<file path="src/rtl/id_reader.sv">
// id_reader: read-only initiator for the native CPU peripheral interface.
// On an accepted start it issues `count` single-word reads at consecutive
// addresses from `base_addr` and presents each returned word on a one-cycle
// result strobe. A per-read timeout aborts the run if a responder never
// acknowledges.
//
// Ports:
//   clk, rst            clock, synchronous active-high reset
//   start               one-cycle run request (accepted only when idle)
//   base_addr, count    run parameters, sampled on an accepted start
//   busy                run in progress
//   done                one-cycle pulse at the end of a run (normal or aborted)
//   err                 sticky timeout flag, cleared by the next accepted start
//   res_valid           one-cycle strobe: res_addr/res_data hold a new word
//   res_addr, res_data  address and data of the last captured read
//   valid, address      bus request and address (registered)
//   wstrb               tied low, reads only
//   rdata, ready        responder read data and acknowledge
module id_reader #(
  parameter int DATA_W  = 32,
  parameter int ADDR_W  = 4,
  parameter int CNT_W   = 4,
  parameter int TIMEOUT = 16
) (
  input  logic              clk,
  input  logic              rst,
  input  logic              start,
  input  logic [ADDR_W-1:0] base_addr,
  input  logic [CNT_W-1:0]  count,
  output logic              busy,
  output logic              done,
  output logic              err,
  output logic              res_valid,
  output logic [ADDR_W-1:0] res_addr,
  output logic [DATA_W-1:0] res_data,
  output logic              valid,
  output logic [ADDR_W-1:0] address,
  output logic              wstrb,
  input  logic [DATA_W-1:0] rdata,
  input  logic              ready
);

  localparam int TW = $clog2(TIMEOUT + 1);

  typedef enum logic [1:0] {
    IDLE,
    REQ,
    RECOVER,
    FIN
  } state_t;

  state_t             state_q, state_d;
  logic [ADDR_W-1:0]  base_q;
  logic [CNT_W-1:0]   cnt_q;
  logic [CNT_W-1:0]   idx_q;
  logic [TW-1:0]      timer_q;

  logic accept;
  logic capture;
  logic expire;

  // Next-state decode. A zero-length run is routed through RECOVER: the
  // cleared index already equals the latched count, so it falls straight to
  // FIN without touching the bus and done lands two cycles after start.
  always_comb begin
    state_d = state_q;
    accept  = 1'b0;
    capture = 1'b0;
    expire  = 1'b0;
    unique case (state_q)
      IDLE: begin
        if (start) begin
          accept  = 1'b1;
          state_d = (count == '0) ? RECOVER : REQ;
        end
      end
      REQ: begin
        // An acknowledge in the final allowed cycle still wins over timeout.
        if (ready) begin
          capture = 1'b1;
          state_d = RECOVER;
        end else if (timer_q == TW'(TIMEOUT - 1)) begin
          expire  = 1'b1;
          state_d = FIN;
        end
      end
      RECOVER: begin
        // ready is deliberately ignored here: responders may hold it a cycle.
        state_d = (idx_q == cnt_q) ? FIN : REQ;
      end
      FIN: begin
        state_d = IDLE;
      end
      default: state_d = IDLE;
    endcase
  end

  always_ff @(posedge clk) begin
    if (rst) begin
      state_q   <= IDLE;
      base_q    <= '0;
      cnt_q     <= '0;
      idx_q     <= '0;
      timer_q   <= '0;
      err       <= 1'b0;
      res_valid <= 1'b0;
      res_addr  <= '0;
      res_data  <= '0;
      address   <= '0;
    end else begin
      state_q   <= state_d;
      res_valid <= capture;
      timer_q   <= (state_q == REQ && !capture && !expire) ? timer_q + TW'(1) : '0;

      if (accept) begin
        base_q <= base_addr;
        cnt_q  <= count;
        idx_q  <= '0;
        err    <= 1'b0;
        if (count != '0) begin
          address <= base_addr;
        end
      end

      if (capture) begin
        res_data <= rdata;
        res_addr <= address;
        idx_q    <= idx_q + CNT_W'(1);
      end

      if (expire) begin
        err <= 1'b1;
      end

      // Address wraps modulo 2^ADDR_W; idx_q has already been advanced.
      if (state_q == RECOVER && state_d == REQ) begin
        address <= base_q + ADDR_W'(idx_q);
      end
    end
  end

  assign valid = (state_q == REQ);
  assign busy  = (state_q != IDLE);
  assign done  = (state_q == FIN);
  assign wstrb = 1'b0;

endmodule

</file>
<file path="config.mk">
export PLATFORM = sky130hd
export DESIGN_NAME = id_reader
export DESIGN_NICKNAME = d
export VERILOG_FILES = /design/src/rtl/id_reader.sv
export SDC_FILE = /design/constraint.sdc
export NUM_CORES = 1
export LEC_CHECK = 0
export CORE_MARGIN = 1
export CORE_UTILIZATION = 44
export CTS_CLUSTER_DIAMETER = 40
export DETAILED_ROUTE_END_ITERATION = 8
export PLACE_DENSITY = 0.89
export SYNTH_ARGS = -nofsm -noshare
export SYNTH_HDL_FRONTEND = slang
export SYNTH_SLANG_ARGS = --single-unit
</file>
<file path="constraint.sdc">
create_clock -name clk -period 2 [get_ports clk]
set_clock_uncertainty 0.2 [all_clocks]
set_input_delay 0.4 -clock clk [delete_from_list [all_inputs] [get_ports clk]]
set_output_delay 0.4 -clock clk [all_outputs]
set_load 0.05 [all_outputs]
</file>
Word level (Yosys, flattened, before mapping)
Index checks and enable logic that the tools add are counted.

word-level totals
  bits of input ports = 44
  register bits after elaboration = 61
  word-level logic and storage cells = 55

cells by class
  equality and inequality tests = 6
  add/subtract/negate cells = 3
  bitwise operators = 1
  reduce and logical (&&, ||, !) cells = 15
  muxes and demuxes = 20

operators with widths
  cell                                                                    number
  4-bit two-way mux                                                       5
  2-bit two-way mux                                                       5
  2-bit nonzero test                                                      5
  1-bit two-way mux                                                       9
  2-bit case mux with 4 select lines                                      1
  5-bit by 1-bit adder with 5-bit output (second input constant)          1
  5-bit by 4-bit equality test with 1-bit output (second input constant)  1
  4-bit by 1-bit adder with 4-bit output (second input constant)          1
  4-bit adder                                                             1
  2-bit by 1-bit equality test with 1-bit output (second input constant)  2
  2-bit equality test (second input constant)                             2
  4-bit equality test                                                     1
  4-bit zero test                                                         1
  4-bit nonzero test                                                      1
  1-bit logical AND                                                       3
  1-bit zero test                                                         2
  2-bit zero test                                                         1
  2-bit AND reduction                                                     1
  2-bit OR reduction                                                      1
  1-bit NOT                                                               1

Logic depth before layout (Yosys ltp)
Gate-level depths: netlist of the first run.

  depth after elaboration = 8
  gate-level depth with buffers = 6

Worst setup path before layout of the first run
OpenSTA, ideal clock, no wires.

  kind = reg-to-reg
  start point = reg state_q[0]
  end point = reg timer_q[2]
  data arrival time = 1.859 ns
  stages on the path, launching flop included = 5
  slack = -0.123 ns
  clock period less this slack = 2.123 ns
  data required time = 1.735 ns
  library setup time = 0.065 ns
  cells stage by stage = dfxtp_1 -> nor2b_1 -> nand2b_1 -> or3_1 -> nor2_1

between the ends
  word-level cells in the longest chain between the ends = 7

ends and longest elaborated chain
  what                                                RTL line  source
  from (decl)                                         52        state_t state_q, state_d;
  from (signal assigned)                              111       state_q <= state_d;
  2-bit by 1-bit equality test with 1-bit output (*)  n/a
  net valid                                           36        output logic valid,
  1-bit two-way mux                                   70        unique case (state_q)
  1-bit zero test                                     113       timer_q <= (state_q == REQ && !capture && !expire) ? timer_q + TW'(1) : '0;
  1-bit logical AND                                   113
  1-bit logical AND (*)                               113
  1-bit NOT (no line) (*)                             n/a
  2-bit OR reduction (no line) (*)                    n/a
  to (signal assigned)                                113
  to (decl)                                           56        logic [TW-1:0] timer_q;

Mark *: on every way through the listed nets, which the timed path passes. The rest lies on a longest branch.
A chain may end at the register's enable or synchronous reset.

Final worst setup path of the first run
  start point = in count[0]
  end point = reg address[3]

between the ends
  word-level cells in the longest chain between the ends = 8

ends and longest elaborated chain
  what                                            RTL line  source
  from (decl)                                     29        input logic [CNT_W-1:0] count,
  4-bit zero test                                 74        state_d = (count == '0) ? RECOVER : REQ;
  2-bit two-way mux                               74
  2-bit two-way mux                               72        if (start) begin
  2-bit case mux with 4 select lines              70
  2-bit by 1-bit equality test with 1-bit output  136       if (state_q == RECOVER && state_d == REQ) begin
  1-bit logical AND                               136
  2-bit nonzero test (no line)                    n/a
  2-bit AND reduction (no line)                   n/a
  to (signal assigned)                            121       address <= base_addr;
  to (signal assigned)                            137       address <= base_q + ADDR_W'(idx_q);
  to (decl)                                       37        output logic [ADDR_W-1:0] address,

Parallel ways exist; a longest one is shown, timed or not.

==> qor.csv, run 1 <==
metric,value,unit
status,finished clean,
layout-drive-gt1-share,20.25,%
p_seq_share,42.2,%
min_to,res_data[23],
synth_flop_cell,dfxtp_1,
critPathSlowestCell,or4_4,
syn_area,2432,um2
die_h,76.35,um
synth_top_family_by_area,simple AND/OR/NAND/NOR gates,
dp_hpwl,4.159,mm
routed_wl,5.791,mm
overflow,0,
period_minus_slack,1.888,ns
synth-xor-area-share,3.601,%
post-route-period-util,94.39,%
reg2regPathDepth,5,
clkLatencyLatePin,0.33,ns
critPathKind,input port to flop,
crit_required,2.00,ns
synthAdderAreaFrac,3.909,%
root_buffer,clkbuf_8,
yosys-top-cells-area,"dfxtp_1, nand2_1, a21oi_1, ha_1, xnor2_1",
grt_first_pass_wirelength,9.942,mm
synth_top_area_share,50.21,%
antenna_left,0,
rr_startpoint,timer_q[0],
cts_resized,0,
cts_buffers,9,
cts_max_level,3,
synth.distinct_cells,37,
yosysTopAreaCell,dfxtp_1,
first_global_vias,2260,
antenna_found_initial,0,
min_path_cells,2,
slowest_delay,0.58,ns
switching_share,28.56,%
arrival,1.89,ns
r2r-end,timer_q[3],
wl_per_cell,12.45,um
p_leak,1.432,nW
synth-simple-area-share,22.63,%
final_nets,441,
rsz0062_at_grt,no,
combPwrFrac,21.9,%
syn_nets,343,
grt.total_usage,21.43,%
crit_path_start_kind,input port,
synth-edff-count,0,
clkPwrFrac,35.8,%
clock-sinks,61,
drv_cap,0,
crit_path_max_fanout,5,
final_cells,465,
num-fill-cells,449,
pin_count,90,
gp_congestion,0.8010,
finalSetupViolCount,0,
p_switching,904.9,uW
syn-instance-count,292,
rows,26,
grt_max_degree,37,
tns,0,ns
vdd_ir_drop_max,0.5910,mV
drt_iter0_drc,94,
via_per_inst,4.938,
synth.top_cells.by_count,"nand2_1, dfxtp_1, a21oi_1",
die_w,76.35,um
min_from,res_data[23],
yosysMostFrequentCell,nand2_1,
syn_to_final_growth,46.40,%
initial_core_util,46.73,%
yosys_register_bits,61,
crit_chain,clkdlybuf4s50_1 -> or4_4 -> and3_1 -> a211oi_1 -> a211oi_1,
cell_internal_pwr,2.263,mW
core,5205,um2
hold_path.class,flop to flop,
cp-end-kind,flop,
power.total,3.168,mW
avgSynthCellArea,8.330,um2
ctsHoldBuffers,0,
placedCellCount,449,
synth_compound_gate_area_share,15.07,%
drv_slew,0,
crit_top_cell,a211oi_1,
async_flop_share,0,%
synth.mux.area_fraction,0,%
die-area,5829,um2
io_buffer_count,88,
final_hold_viol_count,0,
r2r_setup_slack,0.19,ns
yosys_warnings,0,
cts_buffer_depth,2,
drc,0,
cts_setup_buffers,0,
fmax,529.7,MHz
cts_tree,done,
firstDrtPassIters,7,
power.density,889.6,nW/um2
synth.yosys.seq_area_share,50.21,%
num_vias,2296,
cts.clk_slew.worst_paths,0.06,ns
diodes,0,
per-layer routing:
metal | up-vias | track usage (%) | part of all wire (%)
met3 | 9 | 5.389 | 4.7
met1 | 1062 | 23.92 | 42
met5 | - | 0 | 0
met4 | 0 | 8.846 | 1.8
li1 | 1162 | - | -
met2 | 63 | 38.56 | 51
cell type report:
type	instances	area [um2]	share of cell area, %
clock buffers	11	131.4	3.689
clock inverters	5	75.07	2.108
inverters	7	26.28	0.7379
multi-input cells	208	1106	31.06
flip-flops and latches	61	1221	34.29
well taps	70	87.58	2.460
repair buffers	103	913.4	25.65
per-stage QoR:
step | cell area [um2] | util [%] | hold slack (ns) | worst slack [ns]
2_1_floorplan | 2435 | - | 0.2179 | 0.1665
3_3_place_gp | 3354 | 64.45 | 0.2315 | -0.1899
3_5_place_dp | 3354 | 64.45 | 0.2475 | -0.2234
4_1_cts | 3561 | 68.41 | 0.2529 | 0.1248
5_1_grt | 3561 | 68.41 | 0.2753 | 0.03072
6_report | 3561 | 68.41 | 0.2529 | 0.1122
kinds of logic after synthesis:
| kind of cell | Yosys count |
|---|---|
| other | 1 |
| xor gates and xnor gates | 10 |
| DFF | 61 |
| and+or+nand+nor | 128 |
| adders and majority gates | 7 |
| AOI/OAI and AO/OA | 62 |
| buffers and inverters | 23 |
placed cells by master (no fill, tap or decap), types with 3 or more instances in the layout:
cell,instances
nand2_1,90
dfxtp_1,61
buf_4,57
a21oi_1,49
clkdlybuf4s50_1,42
nor2_1,15
clkbuf_8,9
xnor2_1,8
inv_1,7
a211oi_1,6
ha_1,6
and3_1,4
clkinv_2,3
buf_12,3
power groups by stage:
stage	registers (mW)	logic, mW	clock network, mW
finish	1.34	0.695	1.14
global route	1.35	0.749	1.22
CTS	1.34	0.700	1.16
detailed placement	1.36	0.697	0
global placement	1.36	0.688	0
floorplan	1.52	0.261	0
worst max-delay path by stage:
stage,startpoint,endpoint,slack (ns),cells past startpoint
final,count[0],address[3],0.11,5
after global routing,count[0],address[1],0.03,5
after CTS,count[0],address[3],0.12,5
after detailed placement,count[0],address[3],-0.22,5
after global placement,count[0],address[0],-0.19,5
after floorplan,state_q[0],timer_q[2],0.17,4
registers in the layout (all words and copies together), names as in the netlist:
register   flops
address        4
base_q         4
cnt_q          4
err            1
idx_q          4
res_addr       4
res_data      32
res_valid      1
state_q        2
timer_q        5
critical path, delay by kind of cell:
family	cells	cell delay (ns)
AO/OA/AOI/OAI	2	0.28
buffers and inverters	1	0.42
AND/OR/NAND/NOR	2	0.78
No activity file was read; power rests on OpenSTA's default activity.
==> inputs of run 2 (changes only) <==
Settings changed: CTS_CLUSTER_DIAMETER 40 to not set.
==> results of run 2 <==
The final DEF is identical to that of run 1; final timing and power are the same.
==> inputs of run 3 (changes only) <==
Settings changed: SLEW_MARGIN set to 10.
==> results of run 3 <==
The final DEF is identical to that of run 1; final timing and power are the same.
